### src/rtl/usb_port_sig_tx.sv
`timescale 1ns/1ps
// Root-port bus-signaling generator: drives port reset SE0, resume K + EOP and
// low-speed keep-alive EOP onto the transceiver, and pulses DONE on completion.
//
// state     | meaning
// ----------+-------------------------------------------------
// S_IDLE    | transceiver released, waiting for a request
// S_RESET   | port reset, SE0 for RST_CYC cycles
// S_RESUME  | host resume, K for RESM_CYC cycles
// S_EOP_SE0 | EOP first part, SE0 for two low-speed bit times
// S_EOP_J   | EOP final part, J for one low-speed bit time
module usb_port_sig_tx #(
  parameter int RST_CYC  = 120000,
  parameter int RESM_CYC = 240000,
  parameter int EOP_BIT  = 8
) (
  input  logic clk_12m,
  input  logic rst,
  input  logic start_rst,
  input  logic start_resm,
  input  logic sofgen,
  input  logic lsdev,
  input  logic enable,
  output logic txe,
  output logic txdp,
  output logic txdn,
  output logic busy,
  output logic done
);

  localparam int MAX_A   = (RST_CYC > RESM_CYC) ? RST_CYC : RESM_CYC;
  localparam int MAX_CYC = (MAX_A > 2 * EOP_BIT) ? MAX_A : 2 * EOP_BIT;
  localparam int CNT_W   = $clog2(MAX_CYC + 1);

  localparam logic [CNT_W-1:0] RST_LOAD  = CNT_W'(RST_CYC - 1);
  localparam logic [CNT_W-1:0] RESM_LOAD = CNT_W'(RESM_CYC - 1);
  localparam logic [CNT_W-1:0] SE0_LOAD  = CNT_W'(2 * EOP_BIT - 1);
  localparam logic [CNT_W-1:0] J_LOAD    = CNT_W'(EOP_BIT - 1);

  typedef enum logic [2:0] {
    S_IDLE,
    S_RESET,
    S_RESUME,
    S_EOP_SE0,
    S_EOP_J
  } state_t;

  state_t           state;
  logic [CNT_W-1:0] cnt;
  logic             lsp;

  // K drives DP=lsp/DN=~lsp, J the complement; outputs follow the state being entered.
  always_ff @(posedge clk_12m or posedge rst) begin
    if (rst) begin
      state <= S_IDLE;
      cnt   <= '0;
      lsp   <= 1'b0;
      txe   <= 1'b0;
      txdp  <= 1'b0;
      txdn  <= 1'b0;
      busy  <= 1'b0;
      done  <= 1'b0;
    end else begin
      done <= 1'b0;
      if (start_rst && state != S_RESET) begin
        if (state == S_IDLE) lsp <= lsdev;
        state <= S_RESET;
        cnt   <= RST_LOAD;
        txe   <= 1'b1;
        txdp  <= 1'b0;
        txdn  <= 1'b0;
        busy  <= 1'b1;
      end else begin
        case (state)
          S_IDLE: begin
            if (start_resm) begin
              state <= S_RESUME;
              cnt   <= RESM_LOAD;
              lsp   <= lsdev;
              txe   <= 1'b1;
              txdp  <= lsdev;
              txdn  <= ~lsdev;
              busy  <= 1'b1;
            end else if (sofgen && enable && lsdev) begin
              state <= S_EOP_SE0;
              cnt   <= SE0_LOAD;
              lsp   <= lsdev;
              txe   <= 1'b1;
              txdp  <= 1'b0;
              txdn  <= 1'b0;
              busy  <= 1'b1;
            end
          end
          S_RESET, S_EOP_J: begin
            if (cnt == '0) begin
              state <= S_IDLE;
              txe   <= 1'b0;
              txdp  <= 1'b0;
              txdn  <= 1'b0;
              busy  <= 1'b0;
              done  <= 1'b1;
            end else begin
              cnt <= cnt - 1'b1;
            end
          end
          S_RESUME: begin
            if (cnt == '0) begin
              state <= S_EOP_SE0;
              cnt   <= SE0_LOAD;
              txdp  <= 1'b0;
              txdn  <= 1'b0;
            end else begin
              cnt <= cnt - 1'b1;
            end
          end
          S_EOP_SE0: begin
            if (cnt == '0) begin
              state <= S_EOP_J;
              cnt   <= J_LOAD;
              txdp  <= ~lsp;
              txdn  <= lsp;
            end else begin
              cnt <= cnt - 1'b1;
            end
          end
          default: begin
            state <= S_IDLE;
            cnt   <= '0;
            txe   <= 1'b0;
            txdp  <= 1'b0;
            txdn  <= 1'b0;
            busy  <= 1'b0;
          end
        endcase
      end
    end
  end

endmodule

### config.mk
export PLATFORM = sky130hd
export DESIGN_NAME = usb_port_sig_tx
export DESIGN_NICKNAME = d
export VERILOG_FILES = /design/src/rtl/usb_port_sig_tx.sv
export SDC_FILE = /design/constraint.sdc
export NUM_CORES = 1
export LEC_CHECK = 0
export CAP_MARGIN = 5
export CORE_MARGIN = 4
export CORE_UTILIZATION = 45
export CTS_CLUSTER_SIZE = 28
export DETAILED_ROUTE_END_ITERATION = 8
export SLEW_MARGIN = 20
export SYNTH_ARGS = -nofsm -noshare
export SYNTH_HDL_FRONTEND = slang
export SYNTH_SLANG_ARGS = --single-unit
### constraint.sdc
create_clock -name clk_12m -period 3.6 [get_ports clk_12m]
set_input_delay 0.54 -clock clk_12m [delete_from_list [all_inputs] [get_ports clk_12m]]
set_output_delay 0.54 -clock clk_12m [all_outputs]
set_load 0.1 [all_outputs]
**After elaboration in Yosys (flattened, before gate mapping)**

Index checks and enable logic that the tools add are counted.

- Bitwise logic cells: 2
- Add/subtract/negate cells: 1
- Equal/unequal tests: 12
- Reductions and logical operators: 14
- Mux-type cells: 36

Operator list:

| kind | count |
|---|---|
| $mux 18 | 6 |
| $pmux 18 s4 | 1 |
| $mux 1 | 19 |
| $logic_not 18->1 | 1 |
| $mux 3 | 6 |
| $sub 18x1->18 const B | 1 |
| $ne 3x3->1 const B | 4 |
| $pmux 3 s4 | 1 |
| $pmux 1 s3 | 3 |
| $eq 3x2->1 const B | 2 |
| $ne 3x1->1 const B | 2 |
| $reduce_and 3->1 | 2 |
| $ne 4x3->1 const B | 1 |
| $reduce_and 2->1 | 2 |
| $reduce_and 4->1 | 1 |
| $reduce_or 2->1 | 2 |
| $eq 3x1->1 const B | 1 |
| $eq 3x3->1 const B | 1 |
| $logic_and 1x1->1 | 3 |
| $logic_not 3->1 | 1 |
| $reduce_bool 3->1 | 1 |
| $reduce_or 3->1 | 1 |
| $ne 2x1->1 const B | 1 |
| $not 1->1 | 2 |

- Bits of input ports: 7
- Output and inout port bits: 5
- Bits in registers: 26
- Logic and storage cells: 72

**Depth between registers and ports, before layout**

- Depth after elaboration: 6
- Mapped depth: 9
- Depth with buffers taken out: 7

**Least setup slack after synthesis**

No wires, ideal clock.

- Kind: register to register
- Start point: reg cnt[0]
- End point: reg txdn
- Path slack: 1059 ps
- Stages on the path, launching flop included: 9
- Required time: 3480 ps
- Setup time: 120 ps
- Data arrival time: 2422 ps
- Buffers on the path: 1
- Period minus slack after synthesis: 2541 ps
- Cell sequence: dfrtp_1 > inv_1 > ha_1 > or4b_1 > or4_1 > buf_2 > o31ai_4 > o21ai_1 > a21o_1

- Longest elaborated chain between the ends: 3
- Elaborated cells between the ends (all ways): 4
- Those cells by class: eq/ne: 2; reduce/logical: 2

Ends and longest elaborated chain:

| what | line | source |
|---|---|---|
| from (decl) | 49 | `logic [CNT_W-1:0] cnt;` |
| from (signal assigned) | 103 | `cnt <= cnt - 1'b1;` |
| from (signal assigned) | 113 | `cnt <= cnt - 1'b1;` |
| from (signal assigned) | 123 | `cnt <= cnt - 1'b1;` |
| $logic_not 18->1 * | 95, 107, 117 |  |
| $ne 3x3->1 (no source line) or $ne 3x1->1 (tied branches) | -- |  |
| $reduce_and 3->1 (no source line) * | -- |  |
| to (signal assigned) | 82 | `txdn <= ~lsdev;` |
| to (signal assigned) | 121 | `txdn <= lsp;` |
| to (decl) | 26 | `output logic txdn,` |

Every way passes the cells marked *; elsewhere a longest branch is shown, timed or not.
A chain may end at the register's enable or synchronous reset.

**Worst setup path after layout**

- Start point: reg cnt[0]
- End point: reg cnt[10]

- Longest elaborated chain between the ends: 4
- Elaborated cells between the ends (all ways): 9
- Those cells by class: add/sub: 1; eq/ne: 1; mux: 5; reduce/logical: 2

Ends and longest elaborated chain:

| what | line | source |
|---|---|---|
| $sub 18x1->18 or $logic_not 18->1 (tied branches) | -- |  |
| $mux 18, on equally long branches | 117, 107, 95 |  |
| $pmux 18 s4 | 74 | `case (state)` |
| $mux 18 | 65 | `if (start_rst && state != S_RESET) begin` |

Several ways; a longest one is shown, not always the timed one. The select of a mux whose other input is x is not followed.

==> flow_summary_export.csv <==
group,metric,value,unit
setup_path,required,3.77,ns
power,power.total,1.320,mW
placement,hpwl,3186,µm
floorplanning,start_util,46.82,%
setup_path,cp_cell_sequence,"inv_1 -> ha_1 -> or4b_1 -> nor4_1 -> a21oi_1 -> a31o_2 -> a22o_1",
clocking,htreeDepth,1,
synth,synth_area_leaders,"dfrtp_1 38%, a21oi_1 4.7%, inv_1 3.3%",
synth,synth_cell_types,47,
global_route,grt_first_pass_wirelength,7507,µm
clocking,root_buffer,"clkbuf_8",
drt,wl_per_cell,17.16,µm
synth,yosysMostFrequentCell,"dfrtp_1",
placement,placed_area,1823,µm²
sta,drv_slew,0,
setup_path,slowest_delay,0.63,ns
status,status,"complete, no violations",
clocking,clk_pin_slew,0.09,ns
power,p_int,0.7190,mW
synth,synth_top_area_share,37.96,%
sta,period_minus_slack,3.027,ns
power,p_sw_share,45.52,%
setup_path,critPathMaxFanout,12,
synth,syn_avg_cell_area,8.202,µm²
drt,route.vias.total,1593,
setup_path,critPathArrivalTime,3.20,ns
drt,avgViaCountPerCell,6.174,
setup_path,cp-start-kind,"flip-flop",
setup_path,cp-startpoint,"cnt[0]",
finish,diodes,0,
finish,layout.nets,219,
synth,ys.flop_type,"dfrtp_1",
power,vdd_drop_max,0.0002827,V
clocking,cts_buffers,3,
sta,hold_viol,0,
power,p_switching,0.6007,mW
synth,synth_top_cell_by_area,"dfrtp_1",
drt,routed_wl,4426,µm
min_path,hp-class,"reg2reg",
floorplanning,ios,12,
power,leakage,0.7775,nW
finish,drive_above_1_share,6.190,%
setup_path,r2r_start,"cnt[0]",
synth,synth_commonest_cells,"26 x dfrtp_1, 16 x a21oi_1, 15 x inv_1, 15 x nor2_1, 12 x nand2_1",
sta,holdWs,0.4898,ns
clocking,clock_sinks,26,
finish,finalInstanceArea,1878,µm²
synth,synth-edff-count,0,
synth,yosysSeqAreaShare,37.96,%
global_route,grt_pass1_vias,1543,
global_route,grt_util_all_layers,18.65,%
clocking,post_cts_buffers,0,
global_route,grt_max_degree,27,
sta,max_slew.worst_pin.slew,0.9704,ns
sta,skew,0.01072,ns
clocking,post_cts_resized,0,
clocking,cts_tree,"built",
power,pwr_density_cell,702.7,nW/µm²
synth,async_flop_share,100.0,%
global_route,overflow,0,
power,power_frac_comb,46.8,%
synth,ys_ff_latch,26,
sta,rsz0062_at_grt,"no",
power,p_clk_share,14.4,%
floorplanning,fp.dieH,69.72,µm
sta,setup_viol,0,
placement,gp_congestion,0.8703,
placement,port_buffers,11,
clocking,clk_path_buf_depth,2,
setup_path,cp_slowest_cell,"nor4_1",
drt,first_pass_iters,4,
sta,timing.final.crit_share,84.09,%
setup_path,worstSetupEndpoint,"cnt[10]",
floorplanning,std_cell_rows,22,
sta,max_slew_margin,35.11,%
drt,drtIter0Drc,119,
floorplanning,core_area,3661,µm²
synth,syn_nets,217,
clocking,clock_latency,0.27,ns
synth,syn_inst,209,
clocking,cts_hold_buf,0,
setup_path,critPathCaptureType,"flip-flop",
synth,synthesis.area,1714,µm²
drt,drt_drc_violations_left,0,
global_route,antenna_found_initial,0,
sta,tns,0,ns
setup_path,critPathKind,"reg2reg",
setup_path,r2r_cells,7,
run,cap_violations,0,
finish,syn_to_final_growth,9.562,%
power,seqPwrFrac,38.8,%
setup_path,reg2reg_to,"cnt[10]",
drt,ant_nets,0,
setup_path,r2r_slack,0.57,ns
floorplanning,die-area,4861,µm²
floorplanning,chipWidth,69.72,µm
sta,clock.fmax,0.3304,GHz
synth,yosys_warnings,0,
[area by class of cell]
type                       instances  area, µm²
clock buffer                       4      55.05
tap                               48      60.06
timing repair buffer              13      125.1
inverter                          15      56.30
multi-input combinational        152      930.9
sequential                        26      650.6
fill                             357       1783
[state kept, by name, indices dropped and copies added (netlist names)]
| register | count |
|---|---|
| cnt | 18 |
| state | 3 |
| busy | 1 |
| done | 1 |
| lsp | 1 |
| txdn | 1 |
| txdp | 1 |
[layout by cell type (no fill, tap or decap), types with 2 or more instances in the layout]
cell / n
o2bb2ai_1: 4
clkbuf_8: 4
a21oi_1: 16
and2_1: 4
and3_1: 3
nand2_1: 12
inv_1: 14
a22o_1: 3
nor2_1: 15
or3_1: 3
dfrtp_1: 26
buf_4: 2
o21ai_0: 11
a21o_1: 3
o21ai_1: 11
nor4_1: 7
clkdlybuf4s50_1: 11
nand3_1: 5
or4_1: 6
o21a_1: 3
a31oi_1: 6
a41oi_1: 3
nor3_1: 8
o22ai_1: 7
[logic make-up (layout without fill, tap and decap cells)]
family	Yosys count	count (layout)	share of synthesized area, %
XOR/XNOR	1	1	0.5110
multiplexers	2	2	1.241
flip-flops	26	26	37.96
buffers and inverters	31	32	7.737
AND/OR/NAND/NOR	69	69	21.31
AO/OA/AOI/OAI	79	79	30.51
adder cells (fa/ha/maj)	1	1	0.7298
[power groups by stage]
stage,clock (mW),sequential [mW],combinational [mW]
after floorplan,0,0.512,0.465
after global placement,0,0.510,0.597
after detailed placement,0,0.513,0.612
after CTS,0.193,0.507,0.614
after global routing,0.207,0.529,0.691
final,0.190,0.512,0.617
[layer usage]
metal	wire [µm]	global-route usage (%)	part of all wire, %	vias to the layer above
met3	210	2.174	4.7	4
li1	-	-	-	785
met4	30	5.319	0.68	0
met1	2147	26.87	49	763
met2	2038	29.45	46	41
met5	0	0	0	-
[critical path: cells and delay by family (launching register included)]
family	cells	cell delay [ns]
compound gates	3	1.06
simple gates	2	1.17
flops	1	0.41
buf+inv	1	0.09
fa+ha+maj	1	0.22
[stage by stage]
| stage | std cells | worst slack, ns | utilization (%) |
|---|---|---|---|
| floorplan | 209 | 1.059 | - |
| global placement | 254 | 0.7112 | 49.79 |
| detailed placement | 254 | 0.6284 | 49.79 |
| CTS | 258 | 0.6138 | 51.30 |
| global route | 258 | 0.4335 | 51.30 |
| finish | 258 | 0.5729 | 51.30 |
[how the worst min path moves through the flow]
stage,startpoint,endpoint,slack (ns),depth (start not counted)
floorplan,cnt[13],cnt[13],0.45,1
global placement,txdp,txdp,0.46,1
detailed placement,txdn,txdn,0.47,1
CTS,txdn,txdn,0.49,1
global route,txdp,txdp,0.51,1
finish,txdn,txdn,0.49,1
(Power assumes the default switching activity.)
==> variant, RTL diff (same settings) <==
Set the parameter `RESM_CYC` to 480000 (it was 240000).
--- a/src/rtl/usb_port_sig_tx.sv
+++ b/src/rtl/usb_port_sig_tx.sv
@@ -11,7 +11,7 @@
 // S_EOP_J   | EOP final part, J for one low-speed bit time
 module usb_port_sig_tx #(
   parameter int RST_CYC  = 120000,
-  parameter int RESM_CYC = 240000,
+  parameter int RESM_CYC = 480000,
   parameter int EOP_BIT  = 8
 ) (
   input  logic clk_12m,
Check against the original RTL: same outputs for any inputs over 10 cycles, from zero or initial values and one cycle with rst high; that may be too few to reach the edited logic, so the function may still have changed.
==> variant against the unedited design <==
- cell area is 12% higher
- critical endpoint is now cnt[9]$_DFFE_PP0P_
- power is 13% higher
- sequential cell count is 1 higher
- wire length is 8.8% higher
- area after synthesis is 13% higher
- worst setup slack better by 0.47 ns
- sequential share of layout area is 2.5 points lower
- combinational power is 19% higher
- highest routed layer unchanged
- critical path depth is 1 higher
==> variant: results (changes against the unedited design) <==
Setup path
The cell family contributing the most delay on the critical path is compound AO/OA/AOI/OAI gates. The signal arrival time at the worst endpoint came to 2.74 ns (-0.46 ns). The maximum fanout count along the critical path is 18 (+6). The register-to-register setup slack was 1.04 ns (+0.47 ns). The delay of the slowest critical-path stage is 0.46 ns (-0.17 ns). The number of cells on the worst reg-to-reg path is 8 (+1). In this run the critical register-to-register path is captured at cnt[9]$_DFFE_PP0P_. On the critical path, the stage with the largest delay is an instance of sky130_fd_sc_hd__dfrtp_1.

Yosys
The distinct cell type count after synthesis is 57 (+21%). The count of mapped cells out of synthesis came to 222 (+6.2%). After synthesis, the most frequently instantiated cells are 27 x sky130_fd_sc_hd__dfrtp_1, 20 x sky130_fd_sc_hd__o21ai_0, 16 x sky130_fd_sc_hd__nor3_1.

The XOR/XNOR share of the synthesized area came to 0.004516 (-0.0005934). The post-synth net total is 231 (+6.5%). The sequential-to-total area share from yosys stat was 0.3484 (-0.03117). The adder-cell share of the synthesized area came to 0.01290 (+0.005604). Ranked by total cell area, the synthesized netlist is headed by sky130_fd_sc_hd__dfrtp_1 35%, sky130_fd_sc_hd__o21ai_0 5.2%, sky130_fd_sc_hd__a22o_1 4.5%.

Routing
The total vias in the final route is 1,825 (+15%). The number of detailed-routing iterations run before antenna repair is 5 (+1). The detailed-route vias per instance is 6.685 (+8.3%).

GRT
The global-route wire length before repair was 7983 um (+6.3%). The via count of the first global-routing pass is 1,679 (+8.8%). The maximum number of pins on one net before global-route repair is 29 (+7.4%). The global-route usage over all layers is 0.1865 (about the same).

Place
The pre-CTS setup slack is 0.7736 ns (+0.1452 ns).

Timing
The clock period minus worst slack was 2.561 ns (-0.4657 ns). The final worst hold slack came to 0.4977 ns (+0.007880 ns). The setup clock skew after layout is 0.003444 ns (-0.007279 ns). The relative slew slack is 0.3504 (-0.0006510).

Worst hold path
The beginning of the worst hold path is txdp$_DFFE_PP0P_. The worst hold path terminates at txdp$_DFFE_PP0P_.

Power
The leakage power is 0.7659 nW (-1.5%). The worst voltage drop across the vdd grid was 0.0004119 V (+46%).

Status
The flow ran to the end, and the final reports show no timing, DRC or antenna violations.

Finish
In the final layout, the registers with the most flip-flops are cnt (19), state (3). The total of fill cells in the finished design is 400 (+12%).
variant: changes by cell type after synthesis, moves of 5 or more:
| cell | change |
|---|---|
| sky130_fd_sc_hd__o21ai_0 | +9 |
| sky130_fd_sc_hd__o31ai_1 | +7 |
| sky130_fd_sc_hd__a21oi_1 | -10 |
| sky130_fd_sc_hd__a22o_1 | +7 |
| sky130_fd_sc_hd__nor3_1 | +8 |
| sky130_fd_sc_hd__o21ai_1 | -5 |
| sky130_fd_sc_hd__inv_1 | -10 |
variant: routing by layer:
metal | vias to the layer above | wire length, um | track usage | share of wire
met5 | - | 0 | 0 | 0
met4 | 0 | 65 | 0.06439 | 0.013
met1 | 877 | 2123 | 0.2561 | 0.44
met2 | 75 | 2362 | 0.3012 | 0.49
met3 | 9 | 265 | 0.02326 | 0.055
li1 | 864 | - | - | -
variant: kinds of logic (layout without fill, tap and decap cells):
family,after synthesis,in the layout
mux,5,5
simple gates,85,85
fa+ha+maj,2,2
buf+inv,21,22
compound gates,81,81
xor+xnor,1,1
flops,27,27
variant: worst register-to-register path: cells and delay by family, from the launching register on:
kind | cells | cell delay [ns]
fa+ha+maj | 1 | 0.15
simple gates | 1 | 0.45
compound gates | 4 | 0.98
buf+inv | 2 | 0.43
flops | 1 | 0.46
variant: report_power, final:
| group | internal (mW) | switching (mW) |
|---|---|---|
| registers | 0.409 | 0.159 |
| clock network | 0.0789 | 0.106 |
| logic | 0.300 | 0.433 |
variant: cell type report:
type,instances,share of cell area
Tap cell,50,0.02980
Multi-Input combinational cell,174,0.5566
Clock buffer,3,0.01967
Sequential cell,27,0.3218
Clock inverter,1,0.003576
Timing Repair Buffer,13,0.05959
Inverter,5,0.008939
